[config.mk]
export PLATFORM = sky130hd
export DESIGN_NAME = fetch_sequencer
export DESIGN_NICKNAME = d
export VERILOG_FILES = /design/src/rtl/fetch_sequencer.sv
export SDC_FILE = /design/constraint.sdc
export NUM_CORES = 1
export LEC_CHECK = 0
export BUFFER_PORTS_ARGS = -buffer_cell sky130_fd_sc_hd__buf_4
export CAP_MARGIN = 20
export CORE_MARGIN = 2
export CORE_UTILIZATION = 50
export CTS_CLUSTER_DIAMETER = 40
export DETAILED_ROUTE_END_ITERATION = 16
export GPL_ROUTABILITY_DRIVEN = 0
export PLACE_DENSITY = 0.82
export SYNTH_ARGS = -nofsm -noshare
export SYNTH_HDL_FRONTEND = slang
export SYNTH_SLANG_ARGS = --single-unit
[constraint.sdc]
create_clock -name clk -period 2.44 [get_ports clk]
set_input_delay 0.244 -clock clk [delete_from_list [all_inputs] [get_ports clk]]
set_output_delay 0.244 -clock clk [all_outputs]
set_load 0.05 [all_outputs]
[src/rtl/fetch_sequencer.sv]
// Instruction-fetch controller: owns the fetch PC, runs one outstanding req/gnt/rvalid
// transaction to instruction memory and hands fetched words to decode over valid/ready.
module fetch_sequencer #(
   parameter int                    ADDR_WIDTH  = 32,
   parameter int                    INSTR_WIDTH = 32,
   parameter logic [ADDR_WIDTH-1:0] BOOT_ADDR   = '0
) (
   input  logic                   clk,
   input  logic                   rst_n,
   input  logic                   halt_i,
   input  logic [1:0]             redirect_sel_i,
   input  logic [ADDR_WIDTH-1:0]  tgt_addr_i,
   input  logic [ADDR_WIDTH-1:0]  redirect_pc_i,
   input  logic [31:0]            offset_i,
   input  logic                   branch_tkn_i,
   output logic                   imem_req_o,
   output logic [ADDR_WIDTH-1:0]  imem_addr_o,
   input  logic                   imem_gnt_i,
   input  logic                   imem_rvalid_i,
   input  logic [INSTR_WIDTH-1:0] imem_rdata_i,
   output logic                   instr_valid_o,
   input  logic                   instr_ready_i,
   output logic [INSTR_WIDTH-1:0] instr_o,
   output logic [ADDR_WIDTH-1:0]  instr_pc_o,
   output logic [ADDR_WIDTH-1:0]  instr_pc_plus4_o,
   output logic [1:0]             dbg_state_o
);

   // Handshakes: imem accepts a request on a cycle with imem_req_o && imem_gnt_i and
   // returns exactly one imem_rvalid_i later; decode takes instr_o on a cycle with
   // instr_valid_o && instr_ready_i, and instr_o/instr_pc_o hold until then.

   typedef enum logic [1:0] {
      S_IDLE = 2'd0,
      S_REQ  = 2'd1,
      S_WAIT = 2'd2,
      S_HOLD = 2'd3
   } state_t;

   localparam logic [1:0] SEL_JUMP   = 2'b01;
   localparam logic [1:0] SEL_BRANCH = 2'b10;

   state_t                  r_state;
   logic [ADDR_WIDTH-1:0]   r_fetch_pc;
   logic                    r_drop_pending;
   logic                    r_instr_valid;
   logic [INSTR_WIDTH-1:0]  r_instr;
   logic [ADDR_WIDTH-1:0]   r_instr_pc;

   state_t                  w_state_nxt;
   logic [ADDR_WIDTH-1:0]   w_pc_nxt;
   logic                    w_drop_nxt;
   logic                    w_valid_nxt;
   logic                    w_capture;
   logic                    w_redir;
   logic [ADDR_WIDTH-1:0]   w_offset;
   logic [ADDR_WIDTH-1:0]   w_target_raw;
   logic [ADDR_WIDTH-1:0]   w_target;
   logic [ADDR_WIDTH-1:0]   w_pc_plus4;

   assign w_redir      = (redirect_sel_i == SEL_JUMP) ||
                         ((redirect_sel_i == SEL_BRANCH) && branch_tkn_i);
   assign w_offset     = ADDR_WIDTH'($signed(offset_i));
   assign w_target_raw = (redirect_sel_i == SEL_JUMP) ? tgt_addr_i : (redirect_pc_i + w_offset);
   assign w_target     = {w_target_raw[ADDR_WIDTH-1:2], 2'b00};
   assign w_pc_plus4   = r_fetch_pc + ADDR_WIDTH'(32'd4);

   always_comb begin
      w_state_nxt = r_state;
      w_pc_nxt    = r_fetch_pc;
      w_drop_nxt  = r_drop_pending;
      w_valid_nxt = r_instr_valid;
      w_capture   = 1'b0;

      unique case (r_state)
         S_IDLE: begin
            if (!halt_i) w_state_nxt = S_REQ;
         end
         S_REQ: begin
            if (imem_gnt_i) w_state_nxt = S_WAIT;
         end
         S_WAIT: begin
            if (imem_rvalid_i) begin
               if (r_drop_pending) begin
                  w_drop_nxt  = 1'b0;
                  w_state_nxt = halt_i ? S_IDLE : S_REQ;
               end else begin
                  w_capture   = 1'b1;
                  w_valid_nxt = 1'b1;
                  w_state_nxt = S_HOLD;
               end
            end
         end
         S_HOLD: begin
            if (instr_ready_i) begin
               w_valid_nxt = 1'b0;
               w_pc_nxt    = w_pc_plus4;
               w_state_nxt = halt_i ? S_IDLE : S_REQ;
            end
         end
         default: w_state_nxt = S_IDLE;
      endcase

      // A redirect overrides everything above; any response already owed is dropped.
      if (w_redir) begin
         w_pc_nxt  = w_target;
         w_capture = 1'b0;
         unique case (r_state)
            S_IDLE: w_state_nxt = halt_i ? S_IDLE : S_REQ;
            S_REQ: begin
               if (imem_gnt_i) begin
                  w_state_nxt = S_WAIT;
                  w_drop_nxt  = 1'b1;
               end else begin
                  w_state_nxt = S_REQ;
               end
            end
            S_WAIT: begin
               if (imem_rvalid_i) begin
                  w_drop_nxt  = 1'b0;
                  w_valid_nxt = r_instr_valid;
                  w_state_nxt = S_REQ;
               end else begin
                  w_drop_nxt  = 1'b1;
                  w_state_nxt = S_WAIT;
               end
            end
            S_HOLD: begin
               w_valid_nxt = 1'b0;
               w_state_nxt = S_REQ;
            end
            default: w_state_nxt = S_IDLE;
         endcase
      end
   end

   always_ff @(posedge clk) begin
      if (!rst_n) begin
         r_state        <= S_IDLE;
         r_fetch_pc     <= BOOT_ADDR;
         r_drop_pending <= 1'b0;
         r_instr_valid  <= 1'b0;
         r_instr        <= '0;
         r_instr_pc     <= '0;
      end else begin
         r_state        <= w_state_nxt;
         r_fetch_pc     <= w_pc_nxt;
         r_drop_pending <= w_drop_nxt;
         r_instr_valid  <= w_valid_nxt;
         if (w_capture) begin
            r_instr    <= imem_rdata_i;
            r_instr_pc <= r_fetch_pc;
         end
      end
   end

   assign imem_req_o       = (r_state == S_REQ);
   assign imem_addr_o      = r_fetch_pc;
   assign instr_valid_o    = r_instr_valid;
   assign instr_o          = r_instr;
   assign instr_pc_o       = r_instr_pc;
   assign instr_pc_plus4_o = r_instr_pc + ADDR_WIDTH'(32'd4);
   assign dbg_state_o      = r_state;

endmodule

==> results of run 1 <==
==> sequential cells by signal, indices dropped and copies added (netlist names) <==
| register | cells |
|---|---|
| dbg_state_o | 2 |
| instr_o | 32 |
| instr_pc_o | 30 |
| imem_addr_o | 30 |
| r_drop_pending | 1 |
| instr_valid_o | 1 |
==> metrics by stage <==
step | instances | total power [mW] | cell area, sq um | utilization
after floorplan | 859 | 2.555 | 6950 | -
after global placement | 1317 | 3.059 | 9502 | 0.7439
after detailed placement | 1317 | 3.081 | 9502 | 0.7439
after CTS | 1336 | 4.486 | 9883 | 0.7737
after global routing | 1338 | 4.675 | 9916 | 0.7763
final | 1338 | 4.481 | 9916 | 0.7763
==> cell type report <==
class                   instances  area share
multi-input cells             702      0.4832
repair buffers                340      0.2641
flip-flops and latches         96      0.1962
clock buffers                  11     0.02448
well taps                     172     0.02170
clock inverters                 5    0.005804
inverters                      12    0.004543
==> placed cells by master (no fill, tap or decap), types with 5 or more instances in the layout <==
master and instances:
a211oi_1 7, a21boi_0 63, a21o_1 13, a21oi_1 53, and2_1 10, and3_1 15, buf_4 327, buf_6 11
clkbuf_16 9, conb_1 6, dfxtp_1 85, dfxtp_2 7, ha_1 37, inv_1 12, nand2_1 184, nand2b_1 6
nand3_1 30, nand4_1 19, nor2_1 35, nor2b_1 6, nor3_1 7, o211ai_1 6, o21ai_0 30, o21ai_1 9
o221ai_1 5, o22ai_1 5, xnor2_1 29, xnor2_2 11, xnor2_4 6, xor2_1 20
==> metal layers <==
layer  vias up  track usage  share of wire
met5         -            0              0
met4         0       0.1339          0.037
met3        57      0.05029          0.072
met2       339       0.5165           0.49
met1      3350       0.3478           0.40
li1       3615            -              -
==> worst max path at each step <==
stage | to | slack [ns]
floorplan | instr_pc_plus4_o[25] | -0.10
finish | instr_pc_plus4_o[31] | -0.19
CTS | instr_pc_plus4_o[30] | -0.20
global placement | imem_addr_o[31]$_SDFFE_PN0P_ | -0.08
global route | instr_pc_plus4_o[30] | -0.26
detailed placement | imem_addr_o[31]$_SDFFE_PN0P_ | -0.13
==> power by group <==
part / internal [mW] / switching, mW / leakage, nW
registers: 1.62 / 0.0655 / 0.785
logic: 0.602 / 0.773 / 3.49
clock network: 0.823 / 0.599 / 0.149
==> timing repair <==
action,4_1_cts,5_1_grt
buffers inserted,3,2
resized for setup,17,7
pin swaps,6,10
setup endpoints to repair,11,17
==> worst reg2reg max path, delay by kind of cell, from the launching register on <==
kind | cells | cell delay (ns)
and+or+nand+nor | 5 | 0.90
DFF | 1 | 0.43
adders and majority gates | 1 | 0.33
AOI/OAI and AO/OA | 2 | 0.28
xor gates and xnor gates | 1 | 0.15
==> kinds of logic after synthesis <==
family | count (synthesis) | share of synthesized area
xor gates and xnor gates | 71 | 0.09411
DFF | 96 | 0.2909
and+or+nand+nor | 344 | 0.2411
AOI/OAI and AO/OA | 240 | 0.2583
adders and majority gates | 37 | 0.07006
muxes | 4 | 0.006060
buffers and inverters | 61 | 0.03901
other | 1 | 0.0005675
==> flow_metrics.py, run 1 <==
metrics = {
    "worst_hold_path": {
        "hold_class": "primary input to flip-flop",
        "whs_endpoint": "imem_addr_o[20]$_SDFFE_PN0P_",
        "min_from": "tgt_addr_i[20]",
        "hold_path_depth": 3,
    },
    "setup_path": {
        "crit_family": "simple AND/OR/NAND/NOR gates",
        "critPathRequiredTime_ns": 2.20,
        "rr_startpoint": "dbg_state_o[0]$_SDFFE_PN0P_",
        "cp.arrival_ns": 2.39,
        "critPathKind": "flip-flop to output port",
        "slowest_delay_ns": 0.34,
        "cp.depth": 9,
        "reg2reg_slack_ns": 0.30,
        "endpoint_kind": "output port",
        "startpoint": "instr_pc_o[11]$_SDFFE_PN0P_",
        "worstRegToRegCells": 9,
        "crit_top_cell": "and3_4",
        "worstPathCellList": "and4_4 > and3_4 > and3_4 > and4_4 > and3_4 > nand3_1 > nor2_4 > xor2_4 > buf_6",
        "worst-path-buf-inv": 1,
        "reg2reg_to": "imem_addr_o[5]$_SDFFE_PN0P_",
        "cp_max_fo": 6,
        "cp_slowest_cell": "dfxtp_4",
        "cp-start-kind": "flip-flop",
    },
    "sta": {
        "fin_hold_ws_ns": 0.1477,
        "rsz0062_at_grt": "yes",
        "fin_crit_ns": 2.633,
        "final.setup.tns_ns": -1.464,
        "max_freq_mhz": 379.9,
        "timing.final.crit_share": 1.079,
        "worst_slew_pin_slew_ns": 0.5606,
        "setup_slack_ns": -0.1926,
        "skew_ns": 0.008182,
        "slew_headroom": 0.6263,
        "drv_slew": 0,
        "setup_viol_count_final": 9,
        "hold_violations": 0,
    },
    "die": {
        "chipHeight_microns": 119.0,
        "design.die.area_sq_mm": 0.01415,
        "start_util": 0.5173,
        "ios": 269,
        "chipWidth_microns": 119.0,
        "rows": 41,
        "core_sq_mm": 0.01277,
    },
    "yosys": {
        "synth_top_area_cell": "dfxtp_1",
        "async_flop_share": 0,
        "synthesis.instances": 854,
        "avgSynthCellArea_sq_um": 7.737,
        "synth_top_area_frac": 0.2909,
        "synth_commonest_cells": "185 x nand2_1, 96 x dfxtp_1, 63 x a21boi_0",
        "synth_most_common_cell": "nand2_1",
        "ys_seq_area_frac": 0.2909,
        "synth_cell_types": 72,
        "yosys-top-cells-area": "dfxtp_1 29%, nand2_1 11%, a21boi_0 7.2%",
        "yosysWarnings": 0,
        "synthFlopType": "dfxtp_1",
        "synth_edf_count": 0,
        "ys_ff_latch": 96,
        "synth_area_sq_mm": 0.006608,
    },
    "placed_design": {
        "preCtsSetupSlack_ns": -0.1348,
        "place_hpwl_microns": 16410,
        "io_buffers": 260,
    },
    "routing": {
        "drc": 0,
        "finalWirelength_microns": 21260,
        "drt_first_pass_iters": 5,
        "wl_per_cell_microns": 15.89,
        "ant_nets": 0,
        "vias_per_cell": 5.501,
        "num_vias": 7361,
        "dr.first_iter.drc_count": 745,
    },
    "clock_network": {
        "cts_buffer_depth": 2,
        "cts.clk_slew.worst_paths_ns": 0.07,
        "cts-root-buf": "clkbuf_16",
        "h-tree-depth": 3,
        "clk_latency_ns": 0.34,
        "cts_tree": "built",
        "cts_hold_buf": 0,
        "clock_sinks": 96,
        "cts_buffers": 9,
    },
    "power_and_ir_drop": {
        "peakVddDrop_v": 0.0003164,
        "p_leak_nw": 4.428,
        "power.density_mw_per_mm2": 451.9,
    },
    "global_routing": {
        "grt_first_pass_wirelength_microns": 34130,
        "grt_pass1_vias": 7111,
        "grt_usage": 0.2937,
        "grt_max_degree": 63,
        "antenna_found_initial": 0,
        "grt_overflow": 0,
    },
    "layout": {
        "antenna_cells": 0,
        "multi_input_area_sq_mm": 0.004791,
        "regArea_sq_mm": 0.001946,
        "n_fill_cell": 970,
        "layout-drive-gt1-share": 0.3696,
        "area_growth_pct": 50.07,
        "fin_nets": 1335,
    },
    "status": {
        "violations": "negative setup slack",
        "status": "finished, violations left",
    },
    "job": {
        "cap_violations": 0,
    },
}
Power figures use the tool's default switching activity.
==> run 2: changes to the inputs <==
--- a/config.mk
+++ b/config.mk
@@ -5,14 +5,16 @@
 export SDC_FILE = /design/constraint.sdc
 export NUM_CORES = 1
 export LEC_CHECK = 0
+export ABC_AREA = 1
 export BUFFER_PORTS_ARGS = -buffer_cell sky130_fd_sc_hd__buf_4
 export CAP_MARGIN = 20
 export CORE_MARGIN = 2
-export CORE_UTILIZATION = 50
+export CORE_UTILIZATION = 52
 export CTS_CLUSTER_DIAMETER = 40
 export DETAILED_ROUTE_END_ITERATION = 16
 export GPL_ROUTABILITY_DRIVEN = 0
-export PLACE_DENSITY = 0.82
+export PLACE_DENSITY = 0.83
+export SLEW_MARGIN = 15
 export SYNTH_ARGS = -nofsm -noshare
 export SYNTH_HDL_FRONTEND = slang
 export SYNTH_SLANG_ARGS = --single-unit
==> flow_metrics.py, run 2 <==
metrics = {
    "sta": {
        "setup_slack_ns": -0.06506,
        "hold_violations": 0,
        "timing.final.crit_share": 1.027,
        "slew_headroom": 0.4446,
        "fin_crit_ns": 2.505,
        "rsz0062_at_grt": "yes",
        "worst_slew_pin_slew_ns": 0.8280,
        "setup_viol_count_final": 4,
        "fin_hold_ws_ns": 0.1722,
        "drv_slew": 0,
        "max_freq_mhz": 399.2,
        "skew_ns": 0.01158,
    },
    "power_and_ir_drop": {
        "switching_share": 0.3714,
        "clkPwrFrac": 0.305,
        "p_int_mw": 3.028,
        "peakVddDrop_v": 0.0003160,
        "p_sw_mw": 1.789,
        "p_comb_frac": 0.333,
        "p_seq_frac": 0.362,
        "p_leak_nw": 5.414,
        "power.density_mw_per_mm2": 452.5,
    },
    "routing": {
        "vias_per_cell": 5.370,
        "wl_per_cell_microns": 14.68,
        "dr.first_iter.drc_count": 710,
        "drc": 0,
        "finalWirelength_microns": 25160,
        "drt_first_pass_iters": 5,
        "num_vias": 9205,
        "ant_nets": 0,
    },
    "global_routing": {
        "grt-busiest-layer": "met2",
        "grt_pass1_vias": 8454,
        "grt_overflow": 0,
        "met2_usage": 0.5215,
        "met1_usage": 0.4143,
        "antenna_found_initial": 0,
        "grt_max_degree": 54,
        "grt_first_pass_wirelength_microns": 40690,
        "grt_usage": 0.3077,
        "gr-usage-met3": 0.03271,
    },
    "layout": {
        "fin_nets": 1699,
        "largest_reg_flops": 32,
        "layout-drive-gt1-share": 0.2431,
        "final_common_cell": "nand2_1",
        "n_fill_cell": 1206,
        "stdcell_area_sq_mm": 0.01064,
        "antenna_cells": 0,
        "area_growth_pct": 37.91,
        "final_cell_mix": "320 x nand2_1, 282 x buf_4, 170 x inv_1",
    },
    "setup_path": {
        "cp_slowest_cell": "dfxtp_4",
        "cp.arrival_ns": 2.26,
        "endpoint_kind": "output port",
        "slowest_delay_ns": 0.37,
        "worstRegToRegCells": 8,
        "critPathRequiredTime_ns": 2.20,
        "cp_max_fo": 4,
        "reg2reg_slack_ns": 0.43,
        "reg2reg_to": "imem_addr_o[18]$_SDFFE_PN0P_",
        "crit_top_cell": "nor2_4",
        "critPathKind": "flip-flop to output port",
        "worstPathCellList": "buf_6 > nand3_4 > nor2_4 > nand3_2 > or2_4 > nor2_4 > nand3_4 > nor2_4 > nand2_4 > xor2_4 > buf_6",
        "cp-start-kind": "flip-flop",
        "rr_startpoint": "imem_addr_o[3]$_SDFFE_PN0P_",
    },
    "yosys": {
        "synth_most_common_cell": "nand2_1",
        "synth_top_area_cell": "dfxtp_1",
        "synth_top_area_frac": 0.2490,
        "avgSynthCellArea_sq_um": 6.110,
        "yosys-top-cells-area": "dfxtp_1 25%, nand2_1 16%, inv_1 8.3%",
        "synthFlopType": "dfxtp_1",
        "synth_commonest_cells": "324 x nand2_1, 170 x inv_1, 127 x a21oi_1",
        "yosysWarnings": 0,
        "synthesis.instances": 1263,
        "synth_edf_count": 0,
        "async_flop_share": 0,
        "synth_cell_types": 39,
        "ys_seq_area_frac": 0.2490,
        "ys_ff_latch": 96,
        "synth_area_sq_mm": 0.007717,
    },
    "clock_network": {
        "cts_buffers": 9,
        "clk_latency_ns": 0.35,
        "cts.clk_slew.worst_paths_ns": 0.07,
        "clock_sinks": 96,
        "cts_buffer_depth": 2,
        "h-tree-depth": 3,
        "cts_tree": "built",
        "cts-root-buf": "clkbuf_16",
    },
    "placed_design": {
        "io_buffers": 260,
        "placed_cell_area_sq_mm": 0.01000,
        "place_hpwl_microns": 19250,
    },
    "worst_hold_path": {
        "hold_class": "primary input to flip-flop",
        "min_from": "imem_rdata_i[4]",
        "whs_endpoint": "instr_o[4]$_SDFFE_PN0P_",
        "hold_path_depth": 3,
    },
    "die": {
        "chipHeight_microns": 125.8,
        "ios": 269,
        "design.die.area_sq_mm": 0.01583,
        "rows": 44,
        "chipWidth_microns": 125.8,
        "core_sq_mm": 0.01453,
        "start_util": 0.5310,
    },
    "status": {
        "status": "finished, violations left",
        "violations": "negative setup slack",
    },
    "job": {
        "cap_violations": 0,
    },
}
==> run 2: cell count changes after synthesis, sizes merged, moves of 29 or more <==
cell,change
xnor2,-39
nor3,+29
o21ai,+73
xor2,+29
a21boi,-65
nand3,+68
inv,+161
nor2,+50
nand2,+141
a21oi,+70
==> run 2: what timing repair did <==
item	CTS	global route
gates cloned	0	0
hold buffers	0	0
gates resized for setup	27	8
setup buffers	17	6
pin swaps	14	14
endpoints found under the setup margin	8	13
==> run 2: worst max-delay path, delay by kind of cell, from the launching register on <==
family | cells | cell delay (ns)
simple gates | 8 | 1.12
flops | 1 | 0.37
buf+inv | 2 | 0.28
xor+xnor | 1 | 0.15
==> run 2: how the worst max path moves through the flow <==
stage                                      startpoint              endpoint  slack, ns  depth (start not counted)
final                      instr_pc_o[3]$_SDFFE_PN0P_  instr_pc_plus4_o[31]      -0.07                         11
after CTS                  instr_pc_o[3]$_SDFFE_PN0P_  instr_pc_plus4_o[26]      -0.13                         11
after floorplan           instr_pc_o[11]$_SDFFE_PN0P_  instr_pc_plus4_o[17]      -0.02                          6
after detailed placement   instr_pc_o[3]$_SDFFE_PN0P_  instr_pc_plus4_o[26]       0.11                         11
after global placement     instr_pc_o[3]$_SDFFE_PN0P_  instr_pc_plus4_o[26]       0.18                         11
after global routing      instr_pc_o[11]$_SDFFE_PN0P_  instr_pc_plus4_o[29]      -0.18                          9
==> run 2: cell type report <==
class / instances / area [sq um] / share of cell area
multi-input cells: 946 / 5206 / 0.4892
well taps: 184 / 230.2 / 0.02163
clock buffers: 9 / 225.2 / 0.02116
inverters: 174 / 653.1 / 0.06137
repair buffers: 298 / 2310 / 0.2170
flip-flops and latches: 96 / 1934 / 0.1818
clock inverters: 7 / 83.83 / 0.007877
==> run 2: power groups by stage <==
stage | sequential (mW) | combinational [mW] | clock (mW)
finish | 1.75 | 1.60 | 1.47
global route | 1.76 | 1.76 | 1.55
CTS | 1.74 | 1.59 | 1.48
detailed placement | 1.78 | 1.57 | 0
global placement | 1.78 | 1.55 | 0
floorplan | 1.98 | 0.836 | 0
==> run 2: per-layer routing <==
| layer | vias up | part of all wire | routed length (microns) |
|---|---|---|---|
| met5 | - | 0 | 0 |
| met4 | 0 | 0.026 | 658 |
| met1 | 4146 | 0.42 | 10550 |
| met3 | 50 | 0.070 | 1766 |
| li1 | 4602 | - | - |
| met2 | 407 | 0.48 | 12180 |
==> run 2: metrics by stage <==
step / total power, mW / std cells / worst slack, ns / util / setup TNS, ns
2_1_floorplan: 2.814 / 1268 / -0.02383 / - / -0.04677
3_3_place_gp: 3.329 / 1675 / 0.1768 / 0.6883 / 0
3_5_place_dp: 3.353 / 1675 / 0.1088 / 0.6883 / 0
4_1_cts: 4.806 / 1708 / -0.1286 / 0.7269 / -0.7101
5_1_grt: 5.072 / 1714 / -0.1773 / 0.7323 / -0.9465
6_report: 4.816 / 1714 / -0.06506 / 0.7323 / -0.1709
==> run 2: cell families (layout without fill, tap and decap cells) <==
| kind of cell | after synthesis | in the layout | share of synthesized area |
|---|---|---|---|
| flip-flops | 96 | 96 | 0.2490 |
| AND/OR/NAND/NOR | 567 | 567 | 0.3183 |
| buffers and inverters | 226 | 488 | 0.1146 |
| AO/OA/AOI/OAI | 275 | 275 | 0.1884 |
| other | 1 | 6 | 0.0004859 |
| XOR/XNOR | 61 | 61 | 0.06923 |
| adder cells (fa/ha/maj) | 37 | 37 | 0.05999 |
==> run 3: changes to the inputs <==
--- a/config.mk
+++ b/config.mk
@@ -5,15 +5,14 @@
 export SDC_FILE = /design/constraint.sdc
 export NUM_CORES = 1
 export LEC_CHECK = 0
-export ABC_AREA = 1
 export BUFFER_PORTS_ARGS = -buffer_cell sky130_fd_sc_hd__buf_4
 export CAP_MARGIN = 20
 export CORE_MARGIN = 2
-export CORE_UTILIZATION = 52
+export CORE_UTILIZATION = 50
 export CTS_CLUSTER_DIAMETER = 40
 export DETAILED_ROUTE_END_ITERATION = 16
 export GPL_ROUTABILITY_DRIVEN = 0
-export PLACE_DENSITY = 0.83
+export PLACE_DENSITY = 0.82
 export SLEW_MARGIN = 15
 export SYNTH_ARGS = -nofsm -noshare
 export SYNTH_HDL_FRONTEND = slang
==> constraint.sdc (replaced) <==
create_clock -name clk -period 2.5 [get_ports clk]
set_input_delay 0.25 -clock clk [delete_from_list [all_inputs] [get_ports clk]]
set_output_delay 0.25 -clock clk [all_outputs]
set_load 0.05 [all_outputs]
==> flow_metrics.py, run 3 (synthesis results as in run 1) <==
metrics = {
    "status": {
        "status": "finished, violations left",
        "violations": "negative setup slack",
    },
    "routing": {
        "num_vias": 7357,
        "top_layer_used": "met4",
        "wl_per_cell_microns": 16.15,
        "finalWirelength_microns": 21520,
        "dr_wl_met3_microns": 1710,
        "met2WireLength_microns": 10300,
        "vias_per_cell": 5.523,
        "dr.first_iter.drc_count": 665,
        "drt_first_pass_iters": 5,
        "met1_length_microns": 8999,
        "ant_nets": 0,
        "drc": 0,
    },
    "sta": {
        "final.setup.tns_ns": -0.8416,
        "skew_ns": 0.007157,
        "max_freq_mhz": 377.1,
        "rsz0062_at_grt": "yes",
        "setup_slack_ns": -0.1519,
        "timing.final.crit_share": 1.061,
        "worst_slew_pin_slew_ns": 0.5426,
        "slew_headroom": 0.6383,
        "hold_violations": 0,
        "setup_viol_count_final": 8,
        "fin_crit_ns": 2.652,
        "drv_slew": 0,
    },
    "power_and_ir_drop": {
        "switching_share": 0.3315,
        "p_int_mw": 2.852,
        "p_seq_frac": 0.385,
        "design_power_total_mw": 4.267,
        "p_comb_frac": 0.310,
        "power.density_mw_per_mm2": 433.1,
        "p_leak_nw": 4.359,
        "p_sw_mw": 1.414,
        "peakVddDrop_v": 0.0003084,
        "clkPwrFrac": 0.305,
    },
    "die": {
        "rows": 41,
        "chipWidth_microns": 119.0,
        "design.die.area_sq_mm": 0.01415,
        "start_util": 0.5173,
        "chipHeight_microns": 119.0,
        "ios": 269,
        "core_sq_mm": 0.01277,
    },
    "setup_path": {
        "endpoint_kind": "output port",
        "cp_max_fo": 5,
        "worstRegToRegCells": 9,
        "critPathKind": "flip-flop to output port",
        "reg2reg_slack_ns": 0.28,
        "cp-start-kind": "flip-flop",
        "cp.arrival_ns": 2.40,
        "critPathRequiredTime_ns": 2.25,
    },
    "clock_network": {
        "cts_buffer_depth": 2,
        "cts_hold_buf": 0,
        "cts-root-buf": "clkbuf_16",
        "clk_latency_ns": 0.34,
        "cts.clk_slew.worst_paths_ns": 0.06,
        "clock_sinks": 96,
        "cts_buffers": 9,
        "h-tree-depth": 3,
        "cts_tree": "built",
    },
    "layout": {
        "post-route-util": 0.7713,
        "final_common_cell": "buf_4",
        "final_cell_mix": "323 x buf_4, 184 x nand2_1, 88 x dfxtp_1",
        "antenna_cells": 0,
        "stdcell_count": 1332,
        "n_fill_cell": 968,
        "regArea_sq_mm": 0.001942,
        "area_growth_pct": 49.10,
        "fin_nets": 1329,
        "largest_reg_flops": 32,
        "layout-drive-gt1-share": 0.3647,
        "multi_input_area_sq_mm": 0.004832,
    },
    "global_routing": {
        "grt_max_degree": 58,
        "antenna_found_initial": 0,
        "grt_usage": 0.2956,
        "grt_first_pass_wirelength_microns": 34620,
        "grt_overflow": 0,
        "grt_pass1_vias": 7020,
    },
    "placed_design": {
        "place_hpwl_microns": 16120,
        "io_buffers": 260,
        "dp.cells": 1309,
    },
    "job": {
        "cap_violations": 0,
    },
    "worst_hold_path": {
        "hold_path_depth": 3,
        "hold_class": "primary input to flip-flop",
    },
}
-- run 3: cell count changes in the layout (fill, tap and decap cells not counted), moves of 17 or more --
| cell | before | now |
|---|---|---|
| inv_1 | 170 | 12 |
| a21oi_1 | 127 | 53 |
| a21boi_0 | 1 | 63 |
| buf_4 | 282 | 323 |
| nand2_1 | 320 | 184 |
| xor2_1 | 38 | 20 |
| nor2_1 | 84 | 35 |
| xnor2_1 | 7 | 29 |
| o21ai_0 | 115 | 30 |
| nor3_1 | 30 | 7 |
| o21bai_1 | 17 | 0 |
| nand3_1 | 95 | 29 |
-- run 3: final cells by class --
type                    instances  share of cell area
multi-input cells             703              0.4905
clock buffers                  12             0.02502
well taps                     172             0.02184
clock inverters                 4            0.003048
repair buffers                333              0.2579
inverters                      12            0.004572
flip-flops and latches         96              0.1971
-- run 3: through the flow --
step | hold slack [ns] | setup slack [ns] | cell area [sq um]
2_1_floorplan | 0.3806 | -0.07610 | 6950
3_3_place_gp | 0.4508 | -0.01510 | 9417
3_5_place_dp | 0.4565 | -0.006928 | 9417
4_1_cts | 0.1311 | -0.1522 | 9812
5_1_grt | 0.1380 | -0.2101 | 9852
6_report | 0.1385 | -0.1519 | 9852
-- run 3: routing by layer --
| metal | GRT usage | up-vias |
|---|---|---|
| met5 | 0 | - |
| met4 | 0.1109 | 0 |
| met3 | 0.05029 | 36 |
| met2 | 0.4993 | 340 |
| met1 | 0.3771 | 3371 |
| li1 | - | 3610 |
-- run 3: timing repair --
action                     CTS  global route
buffers inserted             4             2
setup endpoints to repair   14            12
pin swaps                    9             9
resized for setup           24             5
gates cloned                 0             1
-- run 3: power by group through the flow --
stage / combinational, mW / sequential [mW] / clock (mW)
after global placement: 1.29 / 1.67 / 0
after global routing: 1.43 / 1.65 / 1.37
after detailed placement: 1.30 / 1.68 / 0
after CTS: 1.31 / 1.64 / 1.32
after floorplan: 0.640 / 1.85 / 0
final: 1.32 / 1.64 / 1.30
-- run 3: worst paths after layout --
path | start | to
max | instr_pc_o[13]$_SDFFE_PN0P_ | instr_pc_plus4_o[31]
min | tgt_addr_i[20] | imem_addr_o[20]$_SDFFE_PN0P_
max reg2reg | dbg_state_o[0]$_SDFFE_PN0P_ | imem_addr_o[17]$_SDFFE_PN0P_
min reg2reg | instr_o[2]$_SDFFE_PN0P_ | instr_o[2]$_SDFFE_PN0P_
-- run 3: worst max-delay path, cell delays in order, from the launching register on --
cell     delay (ns)
dfxtp_4        0.34
and4_4         0.22
and3_4         0.18
and3_4         0.17
and4_4         0.22
and3_4         0.24
buf_6          0.11
nand3_4        0.07
nor2_4         0.18
xor2_4         0.15
buf_6          0.17
